`config.mk`:
```
export PLATFORM = sky130hd
export DESIGN_NAME = hazard_unit_n_flat
export DESIGN_NICKNAME = d
export VERILOG_FILES = /design/src/rtl/hazard_unit_n_if.sv /design/src/rtl/hazard_unit_n.sv /design/src/flat_wrapper.sv
export SDC_FILE = /design/constraint.sdc
export NUM_CORES = 1
export LEC_CHECK = 0
export ABC_AREA = 1
export BUFFER_PORTS_ARGS = -buffer_cell sky130_fd_sc_hd__buf_4
export CAP_MARGIN = 15
export CORE_UTILIZATION = 34
export CTS_CLUSTER_SIZE = 12
export DETAILED_ROUTE_END_ITERATION = 7
export GPL_ROUTABILITY_DRIVEN = 0
export RECOVER_POWER = 100
export SLEW_MARGIN = 10
export SYNTH_ARGS = -nofsm -noshare
export SYNTH_HDL_FRONTEND = slang
export SYNTH_SLANG_ARGS = --single-unit
```
`constraint.sdc`:
```
create_clock -name clk -period 2.1 [get_ports clk]
set_input_delay 0 -clock clk [delete_from_list [all_inputs] [get_ports clk]]
set_output_delay 0 -clock clk [all_outputs]
set_load 0.01 [all_outputs]
```
`src/rtl/hazard_unit_n_if.sv`:
```
`default_nettype none
// ---------------------------------------------------------------------------
// hazard_unit_n_if : ID/EX/forwarding bundle of the multi-issue hazard unit.
// Rev 1.0
// ---------------------------------------------------------------------------
interface hazard_unit_n_if #(
  parameter int LANES = 2,
  parameter int REG_W = 5
);
  localparam int FSEL_W = $clog2(3 * LANES + 1);

  logic                    flush;
  logic                    id_valid;
  logic                    id_ready;
  logic [LANES*REG_W-1:0]  id_rs1;
  logic [LANES*REG_W-1:0]  id_rs2;
  logic [LANES*REG_W-1:0]  id_rd;
  logic [LANES-1:0]        id_wb;
  logic [LANES-1:0]        id_load;
  logic [LANES-1:0]        ex_lane_valid;
  logic [LANES-1:0]        ex_wb;
  logic [LANES-1:0]        ex_load;
  logic [LANES*REG_W-1:0]  ex_rd;
  logic [LANES*REG_W-1:0]  exmem_rd;
  logic [LANES*REG_W-1:0]  memwb_rd;
  logic [LANES-1:0]        exmem_wb;
  logic [LANES-1:0]        memwb_wb;
  logic [LANES*FSEL_W-1:0] fwd_a;
  logic [LANES*FSEL_W-1:0] fwd_b;
  logic [15:0]             stall_cnt;

  modport master (
    output flush, id_valid, id_rs1, id_rs2, id_rd, id_wb, id_load,
           exmem_rd, memwb_rd, exmem_wb, memwb_wb,
    input  id_ready, ex_lane_valid, ex_wb, ex_load, ex_rd, fwd_a, fwd_b, stall_cnt
  );

  modport slave (
    input  flush, id_valid, id_rs1, id_rs2, id_rd, id_wb, id_load,
           exmem_rd, memwb_rd, exmem_wb, memwb_wb,
    output id_ready, ex_lane_valid, ex_wb, ex_load, ex_rd, fwd_a, fwd_b, stall_cnt
  );
endinterface
`default_nettype wire

```
`src/rtl/hazard_unit_n.sv`:
```
`default_nettype none
// ---------------------------------------------------------------------------
// hazard_unit_n : in-order multi-issue load-use stall, partial issue and
// operand forwarding select.  Rev 1.0
// ---------------------------------------------------------------------------
module hazard_unit_n #(
  parameter int LANES = 2,
  parameter int REG_W = 5
) (
  input logic            clk,
  input logic            reset_n,
  hazard_unit_n_if.slave bus
);
  localparam int FSEL_W = $clog2(3 * LANES + 1);

  logic [LANES-1:0]       issued_q, issued_d;
  logic [LANES-1:0]       ex_valid_q, ex_valid_d;
  logic [LANES-1:0]       ex_wb_q, ex_wb_d;
  logic [LANES-1:0]       ex_load_q, ex_load_d;
  logic [LANES*REG_W-1:0] ex_rd_q, ex_rd_d;
  logic [LANES*REG_W-1:0] ex_rs1_q, ex_rs1_d;
  logic [LANES*REG_W-1:0] ex_rs2_q, ex_rs2_d;
  logic [15:0]            stall_cnt_q, stall_cnt_d;

  logic [LANES-1:0]        unissued;
  logic [LANES-1:0]        hazard;
  logic [LANES-1:0]        issue;
  logic                    ready;
  logic [LANES*FSEL_W-1:0] fwd_a, fwd_b;

  function automatic logic [REG_W-1:0] lane_reg(input logic [LANES*REG_W-1:0] v,
                                                input int idx);
    return v[idx*REG_W +: REG_W];
  endfunction

  // x0 is hardwired, so it never creates a dependency
  function automatic logic reg_match(input logic [REG_W-1:0] a, input logic [REG_W-1:0] b);
    return (a != '0) && (a == b);
  endfunction

  assign unissued = ~issued_q;

  always_comb begin : hazard_detect
    logic blocked;
    hazard  = '0;
    issue   = '0;
    blocked = 1'b0;
    for (int i = 0; i < LANES; i++) begin
      for (int j = 0; j < LANES; j++) begin
        if (ex_valid_q[j] && ex_load_q[j] &&
            (reg_match(lane_reg(bus.id_rs1, i), lane_reg(ex_rd_q, j)) ||
             reg_match(lane_reg(bus.id_rs2, i), lane_reg(ex_rd_q, j))))
          hazard[i] = 1'b1;
      end
      for (int j = 0; j < i; j++) begin
        if (unissued[j] && bus.id_load[j] &&
            (reg_match(lane_reg(bus.id_rs1, i), lane_reg(bus.id_rd, j)) ||
             reg_match(lane_reg(bus.id_rs2, i), lane_reg(bus.id_rd, j))))
          hazard[i] = 1'b1;
      end
      hazard[i] = hazard[i] & unissued[i];
    end
    // Issue stays in order: everything past the oldest hazarded lane waits
    for (int i = 0; i < LANES; i++) begin
      if (hazard[i])
        blocked = 1'b1;
      if (bus.id_valid && unissued[i] && !blocked)
        issue[i] = 1'b1;
    end
    ready = reset_n & bus.id_valid & ~bus.flush & (issue == unissued);
  end

  always_comb begin
    issued_d    = issued_q;
    ex_valid_d  = '0;
    ex_wb_d     = '0;
    ex_load_d   = '0;
    ex_rd_d     = '0;
    ex_rs1_d    = '0;
    ex_rs2_d    = '0;
    stall_cnt_d = stall_cnt_q;
    if (bus.flush) begin
      issued_d = '0;
    end else begin
      ex_valid_d = issue;
      ex_wb_d    = bus.id_wb & issue;
      ex_load_d  = bus.id_load & issue;
      for (int i = 0; i < LANES; i++) begin
        if (issue[i]) begin
          ex_rd_d[i*REG_W +: REG_W]  = lane_reg(bus.id_rd, i);
          ex_rs1_d[i*REG_W +: REG_W] = lane_reg(bus.id_rs1, i);
          ex_rs2_d[i*REG_W +: REG_W] = lane_reg(bus.id_rs2, i);
        end
      end
      issued_d = ready ? '0 : (issued_q | issue);
      if (bus.id_valid && (issue == '0) && (stall_cnt_q != 16'hFFFF))
        stall_cnt_d = stall_cnt_q + 16'd1;
    end
  end

  always_ff @(posedge clk) begin
    if (!reset_n) begin
      issued_q    <= '0;
      ex_valid_q  <= '0;
      ex_wb_q     <= '0;
      ex_load_q   <= '0;
      ex_rd_q     <= '0;
      ex_rs1_q    <= '0;
      ex_rs2_q    <= '0;
      stall_cnt_q <= '0;
    end else begin
      issued_q    <= issued_d;
      ex_valid_q  <= ex_valid_d;
      ex_wb_q     <= ex_wb_d;
      ex_load_q   <= ex_load_d;
      ex_rd_q     <= ex_rd_d;
      ex_rs1_q    <= ex_rs1_d;
      ex_rs2_q    <= ex_rs2_d;
      stall_cnt_q <= stall_cnt_d;
    end
  end

  // Lowest priority source is applied first so later, closer producers override
  always_comb begin : fwd_select
    logic [FSEL_W-1:0] sel_a, sel_b;
    fwd_a = '0;
    fwd_b = '0;
    for (int i = 0; i < LANES; i++) begin
      sel_a = '0;
      sel_b = '0;
      for (int j = 0; j < LANES; j++) begin
        if (bus.memwb_wb[j]) begin
          if (reg_match(lane_reg(ex_rs1_q, i), lane_reg(bus.memwb_rd, j)))
            sel_a = FSEL_W'(1 + 2 * LANES + j);
          if (reg_match(lane_reg(ex_rs2_q, i), lane_reg(bus.memwb_rd, j)))
            sel_b = FSEL_W'(1 + 2 * LANES + j);
        end
      end
      for (int j = 0; j < LANES; j++) begin
        if (bus.exmem_wb[j]) begin
          if (reg_match(lane_reg(ex_rs1_q, i), lane_reg(bus.exmem_rd, j)))
            sel_a = FSEL_W'(1 + LANES + j);
          if (reg_match(lane_reg(ex_rs2_q, i), lane_reg(bus.exmem_rd, j)))
            sel_b = FSEL_W'(1 + LANES + j);
        end
      end
      for (int j = 0; j < i; j++) begin
        if (ex_valid_q[j] && ex_wb_q[j]) begin
          if (reg_match(lane_reg(ex_rs1_q, i), lane_reg(ex_rd_q, j)))
            sel_a = FSEL_W'(1 + j);
          if (reg_match(lane_reg(ex_rs2_q, i), lane_reg(ex_rd_q, j)))
            sel_b = FSEL_W'(1 + j);
        end
      end
      if (ex_valid_q[i]) begin
        fwd_a[i*FSEL_W +: FSEL_W] = sel_a;
        fwd_b[i*FSEL_W +: FSEL_W] = sel_b;
      end
    end
  end

  assign bus.id_ready      = ready;
  assign bus.ex_lane_valid = ex_valid_q;
  assign bus.ex_wb         = ex_wb_q;
  assign bus.ex_load       = ex_load_q;
  assign bus.ex_rd         = ex_rd_q;
  assign bus.fwd_a         = fwd_a;
  assign bus.fwd_b         = fwd_b;
  assign bus.stall_cnt     = stall_cnt_q;
endmodule
`default_nettype wire

```
`src/flat_wrapper.sv`:
```
// flat-port wrapper written by rule: the top's interface ports become plain ports
module hazard_unit_n_flat 
#(
  parameter int LANES = 2,
  parameter int REG_W = 5
)
  (clk, reset_n, bus_flush, bus_id_valid, bus_id_rs1, bus_id_rs2, bus_id_rd, bus_id_wb, bus_id_load, bus_exmem_rd, bus_memwb_rd, bus_exmem_wb, bus_memwb_wb, bus_id_ready, bus_ex_lane_valid, bus_ex_wb, bus_ex_load, bus_ex_rd, bus_fwd_a, bus_fwd_b, bus_stall_cnt);
  hazard_unit_n_if #(.LANES(LANES), .REG_W(REG_W)) bus_i ();
  input logic clk;
  input logic reset_n;
  input wire logic [$bits(bus_i.flush)-1:0] bus_flush;
  input wire logic [$bits(bus_i.id_valid)-1:0] bus_id_valid;
  input wire logic [$bits(bus_i.id_rs1)-1:0] bus_id_rs1;
  input wire logic [$bits(bus_i.id_rs2)-1:0] bus_id_rs2;
  input wire logic [$bits(bus_i.id_rd)-1:0] bus_id_rd;
  input wire logic [$bits(bus_i.id_wb)-1:0] bus_id_wb;
  input wire logic [$bits(bus_i.id_load)-1:0] bus_id_load;
  input wire logic [$bits(bus_i.exmem_rd)-1:0] bus_exmem_rd;
  input wire logic [$bits(bus_i.memwb_rd)-1:0] bus_memwb_rd;
  input wire logic [$bits(bus_i.exmem_wb)-1:0] bus_exmem_wb;
  input wire logic [$bits(bus_i.memwb_wb)-1:0] bus_memwb_wb;
  output wire logic [$bits(bus_i.id_ready)-1:0] bus_id_ready;
  output wire logic [$bits(bus_i.ex_lane_valid)-1:0] bus_ex_lane_valid;
  output wire logic [$bits(bus_i.ex_wb)-1:0] bus_ex_wb;
  output wire logic [$bits(bus_i.ex_load)-1:0] bus_ex_load;
  output wire logic [$bits(bus_i.ex_rd)-1:0] bus_ex_rd;
  output wire logic [$bits(bus_i.fwd_a)-1:0] bus_fwd_a;
  output wire logic [$bits(bus_i.fwd_b)-1:0] bus_fwd_b;
  output wire logic [$bits(bus_i.stall_cnt)-1:0] bus_stall_cnt;
  assign bus_i.flush = bus_flush;
  assign bus_i.id_valid = bus_id_valid;
  assign bus_i.id_rs1 = bus_id_rs1;
  assign bus_i.id_rs2 = bus_id_rs2;
  assign bus_i.id_rd = bus_id_rd;
  assign bus_i.id_wb = bus_id_wb;
  assign bus_i.id_load = bus_id_load;
  assign bus_i.exmem_rd = bus_exmem_rd;
  assign bus_i.memwb_rd = bus_memwb_rd;
  assign bus_i.exmem_wb = bus_exmem_wb;
  assign bus_i.memwb_wb = bus_memwb_wb;
  assign bus_id_ready = bus_i.id_ready;
  assign bus_ex_lane_valid = bus_i.ex_lane_valid;
  assign bus_ex_wb = bus_i.ex_wb;
  assign bus_ex_load = bus_i.ex_load;
  assign bus_ex_rd = bus_i.ex_rd;
  assign bus_fwd_a = bus_i.fwd_a;
  assign bus_fwd_b = bus_i.fwd_b;
  assign bus_stall_cnt = bus_i.stall_cnt;
  hazard_unit_n #(.LANES(LANES), .REG_W(REG_W)) u_core (.clk(clk), .reset_n(reset_n), .bus(bus_i));
endmodule
```
# Yosys cells after proc, flatten, opt, wreduce, memory -nomap -nowiden
# Cells that the tools add are included.
# word_totals
out_inout_bits	45
ff_bits	54
# classes
n_reduce_logical	64
n_eq_ne	30
addsub	1
bitwise	13
n_mux	49
# ops
operator	n
5-bit equality test	28
3-bit 2-to-1 mux	40
1-bit logical AND	43
5-bit nonzero test	8
16-bit by 1-bit adder with 16-bit output (second input constant)	1
16-bit inequality test (second input constant)	1
1-bit 2-to-1 mux	9
3-bit OR reduction	3
1-bit AND	5
1-bit logical OR	5
2-bit AND	2
1-bit inverter	4
2-bit equality test	1
1-bit zero test	2
2-bit zero test	1
2-bit inverter	1
2-bit OR	1
2-bit AND reduction	1
2-bit OR reduction	1

# Logic depth before layout (Yosys ltp)
# depth
word_depth	16
depth_mapped	17

# Worst setup path before layout
# Ideal clock, no wire load.
# synth_path
kind	register -> register
startpoint	reg u_core.ex_rd_q[0], in the netlist u_core.bus.ex_rd[0]
endpoint	reg u_core.issued_q[0]
stages_incl_launch_ff	15
path_buffers	2
period_less_slack_ns	1.945
arrival_time_ns	1.834
setup_time_ns	0.111
setup_slack_ns	0.155
path_cell_list	dfxtp_1 -> buf_4 -> xor2_1 -> nor2_1 -> nand3_1 -> nand2_1 -> nand2_1 -> nand2_2 -> nand2_4 -> nand3_4 -> buf_4 -> ha_1 -> nand3_1 -> nand2_1 -> nor2_1
# synth_between
elab_chain_len	15
word_cells_on_any_way	31
classes_between	eq/ne: 5; mux: 9; bitwise: 4; reduce/logical: 13
# synth_rtl
item	line_no	text
from (decl)	hazard_unit_n.sv:20	logic [LANES*REG_W-1:0] ex_rd_q, ex_rd_d;
from (signal assigned)	hazard_unit_n.sv:116	ex_rd_q <= ex_rd_d;
5-bit equality test	hazard_unit_n.sv:38	return (a != '0) && (a == b);
1-bit logical AND	hazard_unit_n.sv:38	
1-bit logical OR	hazard_unit_n.sv:51	(reg_match(lane_reg(bus.id_rs1, i), lane_reg(ex_rd_q, j)) ||
1-bit logical AND	hazard_unit_n.sv:50	if (ex_valid_q[j] && ex_load_q[j] &&
1-bit 2-to-1 mux (2 in series)	hazard_unit_n.sv:50	
1-bit AND / 1-bit 2-to-1 mux (equally long branches)	hazard_unit_n.sv:61, hazard_unit_n.sv:56	
1-bit 2-to-1 mux / 1-bit AND (equally long branches)	hazard_unit_n.sv:65, hazard_unit_n.sv:61	
1-bit 2-to-1 mux	hazard_unit_n.sv:65	if (hazard[i])
1-bit zero test	hazard_unit_n.sv:67	if (bus.id_valid && unissued[i] && !blocked)
1-bit logical AND	hazard_unit_n.sv:67	
1-bit 2-to-1 mux	hazard_unit_n.sv:67	
2-bit equality test	hazard_unit_n.sv:70	ready = reset_n & bus.id_valid & ~bus.flush & (issue == unissued);
1-bit AND	hazard_unit_n.sv:70	
3-bit OR reduction (no source line)	-	
to (signal assigned)	hazard_unit_n.sv:112	issued_q <= issued_d;
to (decl)	hazard_unit_n.sv:16	logic [LANES-1:0] issued_q, issued_d;
# Parallel ways exist; a longest one is shown, timed or not.
# A chain may end at the register's enable or synchronous reset.

# Final worst setup path
# layout_path
startpoint	reg u_core.ex_rs2_q[6]
endpoint	out bus_fwd_b[3]
# layout_between
elab_chain_len	13
word_cells_on_any_way	22
classes_between	eq/ne: 5; mux: 11; reduce/logical: 6
# layout_rtl
item	line_no	text
from (decl)	hazard_unit_n.sv:22	logic [LANES*REG_W-1:0] ex_rs2_q, ex_rs2_d;
from (signal assigned)	hazard_unit_n.sv:118	ex_rs2_q <= ex_rs2_d;
5-bit equality test / 5-bit nonzero test (equally long branches)	hazard_unit_n.sv:38	
1-bit logical AND	hazard_unit_n.sv:38	
3-bit 2-to-1 mux	hazard_unit_n.sv:135	if (reg_match(lane_reg(ex_rs2_q, i), lane_reg(bus.memwb_rd, j)))
3-bit 2-to-1 mux	hazard_unit_n.sv:132	if (bus.memwb_wb[j]) begin
3-bit 2-to-1 mux	hazard_unit_n.sv:135	
3-bit 2-to-1 mux	hazard_unit_n.sv:132	
3-bit 2-to-1 mux	hazard_unit_n.sv:143	if (reg_match(lane_reg(ex_rs2_q, i), lane_reg(bus.exmem_rd, j)))
3-bit 2-to-1 mux	hazard_unit_n.sv:140	if (bus.exmem_wb[j]) begin
3-bit 2-to-1 mux	hazard_unit_n.sv:143	
3-bit 2-to-1 mux	hazard_unit_n.sv:140	
3-bit 2-to-1 mux	hazard_unit_n.sv:151	if (reg_match(lane_reg(ex_rs2_q, i), lane_reg(ex_rd_q, j)))
3-bit 2-to-1 mux (*)	hazard_unit_n.sv:148	if (ex_valid_q[j] && ex_wb_q[j]) begin
3-bit 2-to-1 mux (*)	hazard_unit_n.sv:155	if (ex_valid_q[i]) begin
to (decl)	flat_wrapper.sv:28	output wire logic [$bits(bus_i.fwd_b)-1:0] bus_fwd_b;
# Mark *: on every way between the ends. The rest lies on a longest branch, timed or not.

==> reports/qor.yml <==
slew_headroom_pct: 61.2
slew_violations: 0
yosys.area_share.simple_pct: 31.5
io_pins: 107
synth_compound_area_share_pct: 11.7
path_cells: "inv_1 > nand3_1 > nand4_1 > nor4_4 > nand2_1 > nand2_1 > nand2_1 > a21oi_1 > buf_4"
leakagePower_nw: 2.69
clockRootBuffer: "clkbuf_16"
num_vias: 4731
dieHeight_um: 117
grt_usage_pct: 21.3
async_flop_share_pct: 0
drt_first_pass_iters: 5
grt_pass1_vias: 4591
drc: 0
period_minus_slack_ns: 2.01
yosysSeqAreaShare_pct: 24.2
critPathMaxStageDelay_ns: 0.52
synth-seq-cells: 54
dpl_cell_area_sq_mm: 0.00537
worst_pin_slew_ns: 0.582
start_util_pct: 35.1
syn_inst: 670
die_x_um: 117
io_buffers: 106
final-seq-area_sq_mm: 0.00111
grt_overflow: 0
synth_xor_area_share_pct: 19.6
cp_max_fo: 9
hp-class: "in2reg"
slowest_stage: "dfxtp_1"
powerDensity_mw_per_mm2: 455
wl_per_cell_um: 14.9
synth_flop_cell: "dfxtp_1"
crit_top_cell: "nand2_1"
antenna_found_initial: 0
synthAdderAreaFrac_pct: 0.842
hold_viol: 0
dp_cells: 928
final_util_pct: 45.7
ant_nets: 0
clk_transition_reported_paths_ns: 0.07
synth_area_sq_mm: 0.00446
setup_viol: 0
fin_area_sq_mm: 0.00581
hpwlAfterDp_um: 11100
core-area_sq_mm: 0.0127
finClkSkew_ns: 0.00626
syn_nets: 735
power_mw: 2.65
clk_latency_ns: 0.29
synth_cell_types: 42
ys_top_cells_by_area: "dfxtp_1, nand2_1, xor2_1, xnor2_1, inv_1"
drv_cap: 0
routed_wl_um: 14300
synthMuxAreaShare_pct: 0
grt_pass1_wl_um: 22600
fin_crit_sh_pct: 95.6
fillers: 1364
synth_area_leader_cell: "dfxtp_1"
clockBufferDepth: 2
clkSinkCount: 54
yosysMostFrequentCell: "nand2_1"
diodes: 0
grt_max_degree: 19
num-nets-final: 852
ys_warn_count: 0
critPathLaunchType: "register"
multi_input_area_sq_mm: 0.00291
viasPerCell: 4.93
core.rowCount: 41
outcome: "finished, final reports clean"
required_ns: 2.10
die-area_sq_mm: 0.0136
drive_above_1_share_pct: 21.2
cp-end-kind: "primary output"
synth_common_cells: "nand2_1, inv_1, nor2_1"
avgSynthCellArea_sq_um: 6.66
critPathArrivalTime_ns: 2.01
cts_tree: "done"
finalNonFillerCells: 960
peakVddDrop_mv: 0.299
synth_top_area_share_pct: 24.2
cts_inserted_buffers: 5
synth_top_family_by_area: "simple AND/OR/NAND/NOR gates"
worstSetupPathType: "reg2out"
synth_edf_count: 0
areaGrowthSynthToFinish_pct: 30.4
cts_max_level: 2
drt-initial-drc-count: 315
fmax_ghz: 0.498
## where the power goes
part           internal [mW]  switching, mW
Sequential              1.04         0.0439
Clock                  0.564          0.365
Combinational          0.290          0.339
Total                   1.90          0.748
## area by class of cell
class	count	share of cell area, %
timing repair buffer	140	18.1
inverter	96	6.28
clock inverter	1	0.516
tap	172	3.70
sequential	54	19.1
clock buffer	7	2.28
multi-input combinational	490	50.0
## final timing paths
check / startpoint / end / slack (ns) / cells past startpoint
worst min-delay path: bus_id_rs1[0] / u_core.ex_rs1_q[0] / 0.004 / 3
worst min register to register: u_core.bus.stall_cnt[3] / u_core.bus.stall_cnt[3] / 0.51 / 2
worst max register to register: u_core.bus.stall_cnt[1] / u_core.bus.stall_cnt[2] / 0.18 / 12
worst max-delay path: u_core.ex_rs2_q[6] / bus_fwd_b[3] / 0.09 / 9
## repair_timing
item | CTS | global route
gates cloned | 0 | 0
setup buffers | 1 | 4
hold buffers | 23 | 1
endpoints found under the setup margin | 3 | 6
endpoints found under the hold margin | 23 | 1
gates resized for setup | 11 | 29
pin swaps | 0 | 14
## kinds of logic after synthesis
family | count (synthesis)
compound gates | 79
simple gates | 308
fa+ha+maj | 3
xor+xnor | 100
buf+inv | 126
flops | 54
## registers in the layout, summed over array words and instances (netlist names)
register	flops
u_core.bus.ex_rd	10
u_core.bus.stall_cnt	16
u_core.ex_rs2_q	10
u_core.bus.ex_wb	2
u_core.issued_q	2
u_core.ex_rs1_q	10
u_core.bus.ex_lane_valid	2
u_core.bus.ex_load	2
## layer usage
layer  routed length (um)  up-vias  global-route usage, %
met2                 6720      181                   36.3
met3                  784       27                   2.49
met4                  316        0                   6.84
li1                     -     2358                      -
met5                    0        -                      0
met1                 6510     2165                   28.1
## layout by cell type (no fill, tap or decap), types with 24 or more instances in the layout
cell type,count
buf_4,91
a21oi_1,24
inv_1,90
nor2_1,83
clkbuf_1,24
xnor2_1,48
nand2_1,124
dfxtp_1,40
nand3_1,35
xor2_1,51
## worst max-delay path: cells and delay by family (launching register included)
family                 cells  cell delay, ns
AOI/OAI and AO/OA          1            0.13
buffers and inverters      2            0.29
DFF                        1            0.52
and+or+nand+nor            6            0.79
## metrics by stage
stage / hold slack, ns / setup TNS (ns) / setup slack [ns]
floorplan: 0.112 / 0 / 0.155
global placement: 0.213 / 0 / 0.154
detailed placement: 0.223 / 0 / 0.142
CTS: 0.00327 / 0 / 0.0140
global route: 0.0248 / -0.0505 / -0.0279
finish: 0.00391 / 0 / 0.0922
(Power assumes the default switching activity.)
